==> config.mk <==
export PLATFORM = sky130hd
export DESIGN_NAME = dmem_arbiter
export DESIGN_NICKNAME = d
export VERILOG_FILES = /design/src/rtl/dmem_arbiter.sv
export SDC_FILE = /design/constraint.sdc
export NUM_CORES = 1
export LEC_CHECK = 0
export ABC_CLOCK_PERIOD_IN_PS = 2400
export CELL_PAD_IN_SITES_DETAIL_PLACEMENT = 0
export CELL_PAD_IN_SITES_GLOBAL_PLACEMENT = 1
export CORE_ASPECT_RATIO = 0.7
export CORE_MARGIN = 3
export CORE_UTILIZATION = 24
export DETAILED_ROUTE_END_ITERATION = 8
export PLACE_DENSITY = 0.89
export SYNTH_ARGS = -nofsm -noshare
export SYNTH_HDL_FRONTEND = slang
export SYNTH_SLANG_ARGS = --single-unit
==> constraint.sdc <==
create_clock -name CLK -period 2.4 [get_ports CLK]
set_clock_uncertainty 0.2 [all_clocks]
set_input_delay 0.36 -clock CLK [delete_from_list [all_inputs] [get_ports CLK]]
set_output_delay 0.36 -clock CLK [all_outputs]
set_load 0.02 [all_outputs]
==> src/rtl/dmem_arbiter.sv <==
// Two-requester arbiter (core, debug) for a single data-memory port.
// Core has priority with bounded debug starvation; debug may lock the port.
module dmem_arbiter #(
   parameter int unsigned AW       = 8,
   parameter int unsigned DW       = 8,
   parameter int unsigned MAX_WAIT = 4
) (
   input  logic          CLK,
   input  logic          RST_N,
   input  logic          core_req,
   input  logic          core_we,
   input  logic [AW-1:0] core_addr,
   input  logic [DW-1:0] core_wdata,
   output logic          core_gnt,
   output logic          core_rvalid,
   output logic [DW-1:0] core_rdata,
   input  logic          dbg_req,
   input  logic          dbg_we,
   input  logic          dbg_lock,
   input  logic [AW-1:0] dbg_addr,
   input  logic [DW-1:0] dbg_wdata,
   output logic          dbg_gnt,
   output logic          dbg_rvalid,
   output logic [DW-1:0] dbg_rdata,
   output logic          mem_we,
   output logic [AW-1:0] mem_addr,
   output logic [DW-1:0] mem_wdata,
   input  logic [DW-1:0] mem_rdata
);

   localparam int unsigned WCW = (MAX_WAIT > 0) ? $clog2(MAX_WAIT + 1) : 1;
   localparam logic [WCW-1:0] WAIT_MAX = WCW'(MAX_WAIT);

   typedef enum logic {SHARED = 1'b0, DBG_LOCKED = 1'b1} state_t;

   state_t         r_state;
   state_t         w_state_nxt;
   logic [WCW-1:0] r_wait_cnt;
   logic [WCW-1:0] w_wait_nxt;
   logic           w_locked;
   logic           w_core_win;
   logic           w_dbg_win;
   logic           r_core_rvalid;
   logic           r_dbg_rvalid;
   logic [DW-1:0]  r_core_rdata;
   logic [DW-1:0]  r_dbg_rdata;

   // Lock is sampled live, so dropping it hands the port back in the same cycle.
   assign w_locked = (r_state == DBG_LOCKED) && dbg_lock;

   always_ff @(posedge CLK or negedge RST_N) begin
      if (!RST_N) begin
         r_state    <= SHARED;
         r_wait_cnt <= '0;
      end else begin
         r_state    <= w_state_nxt;
         r_wait_cnt <= w_wait_nxt;
      end
   end

   // Arbitration, lock tracking and starvation counter.
   always_comb begin
      w_core_win  = 1'b0;
      w_dbg_win   = 1'b0;
      w_state_nxt = r_state;
      w_wait_nxt  = r_wait_cnt;
      if (!RST_N) begin
         w_core_win = 1'b0;
         w_dbg_win  = 1'b0;
      end else if (w_locked) begin
         w_dbg_win = dbg_req;
      end else if (core_req && dbg_req) begin
         if (r_wait_cnt == WAIT_MAX) w_dbg_win  = 1'b1;
         else                        w_core_win = 1'b1;
      end else begin
         w_core_win = core_req;
         w_dbg_win  = dbg_req;
      end

      if (dbg_lock && (w_locked || w_dbg_win)) w_state_nxt = DBG_LOCKED;
      else                                      w_state_nxt = SHARED;

      if (w_locked || w_dbg_win)                     w_wait_nxt = '0;
      else if (dbg_req && (r_wait_cnt != WAIT_MAX))  w_wait_nxt = r_wait_cnt + WCW'(1);
   end

   assign core_gnt  = w_core_win;
   assign dbg_gnt   = w_dbg_win;
   assign mem_we    = (w_core_win & core_we) | (w_dbg_win & dbg_we);
   assign mem_addr  = w_dbg_win ? dbg_addr  : core_addr;
   assign mem_wdata = w_dbg_win ? dbg_wdata : core_wdata;

   // Read return path: one-cycle latency, data held between pulses.
   always_ff @(posedge CLK or negedge RST_N) begin
      if (!RST_N) begin
         r_core_rvalid <= 1'b0;
         r_dbg_rvalid  <= 1'b0;
         r_core_rdata  <= '0;
         r_dbg_rdata   <= '0;
      end else begin
         r_core_rvalid <= w_core_win & ~core_we;
         r_dbg_rvalid  <= w_dbg_win & ~dbg_we;
         if (w_core_win && !core_we) r_core_rdata <= mem_rdata;
         if (w_dbg_win && !dbg_we)   r_dbg_rdata  <= mem_rdata;
      end
   end

   assign core_rvalid = r_core_rvalid;
   assign core_rdata  = r_core_rdata;
   assign dbg_rvalid  = r_dbg_rvalid;
   assign dbg_rdata   = r_dbg_rdata;

endmodule

==> metrics.txt, run 1 <==
status=completed; switching share of total power=roughly 31%; number of global-route vias before repair=1175; Async S/R FF share, synth=100%; r2r startpoint=r_wait_cnt[1]; clk sinks=22; Area Growth Syn to Fin=105%; Final min period=2.40 ns; Post-synth EDFFs=0; WL/cell=16.2 um; drc violations=0; Die Y=roughly 63 um; hold_ws=0.0317 ns; initial antenna violation count=0; largest net degree at the start of global routing=25; GRT overflow=0; number of port buffers=83; fmax=417 MHz; Critical Path AT=1.84 ns; CTS H-Tree Depth=1; total core area=0.00443 mm^2; sequential-to-total area share from yosys stat=48.8%; worst setup margin=between 0.001 and 0.0015 ns; most frequent cells in the layout=clkdlybuf4s50_1 (62), dfrtp_1 (22), buf_6 (21); nets=233; Clk Latency, worst-skew pair=0.26 ns; Avg Inst Size Synth=13.9 um^2; combinational share of power=48.3%; diodes inserted=0; die area=0.00557 mm^2; predominant post-synthesis flop cell=dfrtp_1; Synth Register Bits=22; RSZ-0062 raised after global routing=yes; CP required=1.84 ns; leakage=1.03 nW; Synth Warn #=0; Crit Path Class=register to output pin; hold_buf cts=0; initial core utilization=25.5%; maxcap violations=0; std cell rows=20; pwr dens=729 mW/mm^2; Clock Power Share=between 20% and 30%; period utilization=99.9%; Peak VDD IR=304 uV; I/O pin count=84; Seq pwr share=between 30% and 40%; count of final hold-check violations=0; WL final=3.85 mm; CTS tree=built; Finish-stage setup viols=0; gpl congestion=~0.73; vias=between 1000 and 1500; first-pass GRT wire length=5.92 mm; crit end category=output pin; Least-Margin Pin Slew=a little over 0.4 ns; max-slew violation count=0; P_sw=0.528 mW; Startpoint Class=register; DRT antenna net count=0; Synthesized Nets=130; hold crit path type=input pin to async pin; Crit. Startpoint=r_wait_cnt[1]; most common cell after layout, fill and taps aside=clkdlybuf4s50_1; Mapped Cells=81; Iter 0 DRT Violations=15; root buffer cell=clkbuf_8; P_int=1.16 mW; crit-path max FO=5; Worst-path clk slew=0.08 ns; synth unique cells=22; Relative slew margins=72.3%; clk buf depth=2; Total GRT Usage=between 10% and 20%; CTS buffer count=3; DR vias/cell=4.32; Mapped Area=0.00113 mm^2; post-place setup slack=-0.406 ns; proportion of layout cells with a drive suffix above 1=between 40% and 50%; DR pass1 iterations=3; die width=88.0 um; detailed placer's ending HPWL=2.94 mm
[state kept, by name (all words and copies together), names as in the netlist]
name / cells
r_wait_cnt: 3
core_rvalid: 1
r_state: 1
dbg_rdata: 8
dbg_rvalid: 1
core_rdata: 8
[metal layers]
layer | global-route usage (%) | wire [um] | vias to the layer above | part of all wire [%]
met5 | 0 | 0 | - | 0
met4 | 3.07 | 55 | 0 | 1.4
met3 | 4.31 | 159 | 6 | 4.1
met2 | 23.0 | 2090 | 22 | 54
met1 | 16.7 | 1540 | 505 | 40
li1 | - | - | 496 | -
[worst max-delay path, stage by stage (launching register included)]
cell     delay, ns
dfrtp_1       0.38
inv_1         0.06
ha_2          0.20
nand2_4       0.07
a21oi_4       0.24
buf_6         0.17
mux2_4        0.32
buf_6         0.13
[final timing paths]
path,slack (ns),cells past startpoint,end
hold / removal,0.03,2,dbg_rdata[1]
max in group asynchronous,1.78,2,core_rdata[7]
setup reg to reg,0.38,8,dbg_rdata[7]
hold reg to reg,0.31,1,core_rdata[2]
min in group CLK,0.31,1,core_rdata[2]
setup / recovery,0.001,7,mem_addr[6]
[timing repair]
action	in CTS	in global routing
endpoints found under the setup margin	19	18
pin swaps	0	2
buffers inserted	0	1
cloned	1	1
resized for setup	74	59
[power by group through the flow]
| stage | registers (mW) | clock network [mW] | logic [mW] |
|---|---|---|---|
| floorplan | 0.641 | 0 | 0.245 |
| global placement | 0.534 | 0 | 0.737 |
| detailed placement | 0.542 | 0 | 0.763 |
| finish | 0.536 | 0.338 | 0.816 |
| CTS | 0.536 | 0.344 | 0.750 |
| global route | 0.551 | 0.362 | 0.871 |
[synthesized netlist by cell type, types with 2 or more instances]
cell     count  share of area (%)
ha_1         2                2.2
mux2_2      32                 32
nand2_1      4                1.3
nor2_1       2               0.67
dfrtp_1     22                 49
inv_1        3                1.0
[metrics by stage]
stage               setup TNS (ns)  utilization (%)  total power [mW]  cells  area [um^2]
floorplan                        0                -             0.886     81         1130
global placement             -6.26             48.0              1.27    231         2130
detailed placement           -6.89             48.0              1.30    231         2130
CTS                         -0.119             48.5              1.63    236         2150
global route                -0.946             52.3              1.78    238         2320
finish                           0             52.3              1.69    238         2320
[layout make-up]
type / count / area, um^2
Fill cell: 390 / 2110
Timing Repair Buffer: 99 / 988
Multi-Input combinational cell: 55 / 628
Sequential cell: 22 / 551
Tap cell: 55 / 68.8
Clock buffer: 3 / 41.3
Clock inverter: 1 / 30.0
Inverter: 3 / 11.3
[cells by family after synthesis]
group | synth area share, %
adder cells (fa/ha/maj) | 2.22
flip-flops | 48.8
AO/OA/AOI/OAI | 8.54
AND/OR/NAND/NOR | 4.88
buffers and inverters | 2.00
multiplexers | 32.8
XOR/XNOR | 0.776
No activity file was read; power rests on OpenSTA's default activity.
==> inputs of run 2 (changes only) <==
- CORE_ASPECT_RATIO: 0.7 -> unset
==> run 2 against run 1 <==
Against the previous run:
- the run now ends with negative setup slack left
- routed wire length down 14%
- non-clock buffer count up 4
- sequential cell count unchanged
- utilization down 1.2 points
- clock-buffer cell count unchanged
- hold slack better by 0.28 ns
- maximum frequency down 1.4%
- total power down 6.2%
- die area down 0.23%
- global-route usage down 0.95 points
- via count up 3.5%
- register-to-register slack better by 0.08 ns
==> metrics.txt, run 2 (synthesis results as in run 1) <==
proportion of layout cells with a drive suffix above 1=about 45%; max-slew violation count=0; Startpoint Class=input pin; RSZ-0062 raised after global routing=yes; combinational share of power=52.4%; gpl congestion=between 0.7 and 0.8; vias=1065; CTS buffer count=3; initial core utilization=25.4%; die width=74.6 um; Non-Filler Instances=238; P_sw=0.519 mW; most common cell after layout, fill and taps aside=clkdlybuf4s50_1; Seq pwr share=33.9%; DR vias/cell=between 4 and 5; largest net degree at the start of global routing=24; first-pass GRT wire length=roughly 5.4 mm; I/O pin count=84; drc violations=0; crit end category=output pin; Relative slew margins=72.1%; Finish-stage setup viols=7; WL final=3.30 mm; leakage=1.01 nW; Crit Path Class=input pin to output pin; Die Y=approximately 75 um; Critical Path AT=1.87 ns; period utilization=101%; count of final hold-check violations=0; diodes inserted=0; Least-Margin Pin Slew=0.415 ns; CP required=1.84 ns; Total GRT Usage=between 10% and 20%; clk sinks=22; pwr dens=approximately 700 mW/mm^2; number of port buffers=83; status=finished with violations; nets=237; P_int=1.07 mW; WL/cell=13.9 um; Worst-path clk slew=0.07 ns; number of global-route vias before repair=1209; worst setup margin=-0.0335 ns; std cell rows=24; CTS H-Tree Depth=1; switching share of total power=32.7%; die area=between 0.005 and 0.006 mm^2; CTS tree=built; Iter 0 DRT Violations=10; GRT overflow=0; Clk Latency, worst-skew pair=0.25 ns; failing checks=negative setup slack; detailed placer's ending HPWL=between 2 and 3 mm; Final min period=2.43 ns; maxcap violations=0; Peak VDD IR=239 uV; DR pass1 iterations=4; DRT antenna net count=0; initial antenna violation count=0; most frequent cells in the layout=clkdlybuf4s50_1 (63), mux2_2 (25), dfrtp_1 (22); register-to-register setup slack=between 0.4 and 0.5 ns; Area Growth Syn to Fin=102%; hold_ws=slightly above 0.3 ns; Clock Power Share=between 10% and 20%; root buffer cell=clkbuf_8; hold crit path type=register to register; crit-path max FO=4; fmax=411 MHz; clk buf depth=2; Placed Instances=229; total core area=0.00444 mm^2; hold_buf cts=0
==> run 2: cell count changes in the layout (fill, tap and decap cells not counted), sizes merged <==
| cell | before | now |
|---|---|---|
| clkdlybuf4s50 | 62 | 63 |
| dlymetal6s2s | 0 | 1 |
| bufinv | 1 | 0 |
| dlygate4sd2 | 3 | 1 |
| buf | 32 | 36 |
==> run 2: metal layers <==
layer	up-vias	share of wire [%]	global-route usage (%)
met5	-	0	0
met4	0	0.73	2.37
met3	2	13	5.54
met2	70	49	22.3
met1	489	37	14.1
li1	504	-	-
==> run 2: power by group through the flow <==
stage,Clock [mW],Sequential (mW),Combinational (mW)
after detailed placement,0,0.544,0.752
after global routing,0.242,0.558,0.895
final,0.216,0.538,0.831
after global placement,0,0.532,0.731
after floorplan,0,0.641,0.245
after CTS,0.228,0.534,0.805
==> run 2: path summary, 6_finish.rpt <==
path,start,end,cells past startpoint
min in group asynchronous,RST_N,r_wait_cnt[2],3
max in group asynchronous,RST_N,core_rdata[5],3
worst min register to register,core_rdata[6],core_rdata[6],1
worst max-delay path,core_req,mem_wdata[3],7
worst min-delay path,core_rdata[6],core_rdata[6],1
worst max register to register,r_wait_cnt[0],core_rdata[3],7
==> run 2: timing repair <==
action,in CTS,in global routing
cloned,1,1
pin swaps,2,2
setup endpoints to repair,19,19
setup buffers,4,0
resized for setup,89,14
==> run 2: area by class of cell <==
class / count / area, um^2
fillers: 378 / 2170
flip-flops and latches: 22 / 551
clock buffers: 3 / 41.3
inverters: 3 / 11.3
repair buffers: 103 / 1000
multi-input cells: 55 / 604
well taps: 52 / 65.1
==> run 2: per-stage QoR <==
| step | power, mW | utilization, % | setup WS, ns | area (um^2) | TNS, ns |
|---|---|---|---|---|---|
| final | 1.59 | 51.2 | -0.0335 | 2270 | -0.169 |
| after global routing | 1.70 | 51.2 | -0.0718 | 2270 | -0.425 |
| after CTS | 1.57 | 49.9 | -0.0707 | 2220 | -0.459 |
| after detailed placement | 1.30 | 48.2 | -0.399 | 2140 | -6.86 |
| after global placement | 1.26 | 48.2 | -0.370 | 2140 | -6.44 |
| after floorplan | 0.886 | - | 0.186 | 1130 | 0 |
==> run 2: worst max-delay path: stages <==
cell	delay, ns
clkdlybuf4s50_1	0.42
a21boi_4	0.16
a21oi_4	0.20
buf_6	0.15
clkbuf_16	0.14
mux2_4	0.30
buf_6	0.13
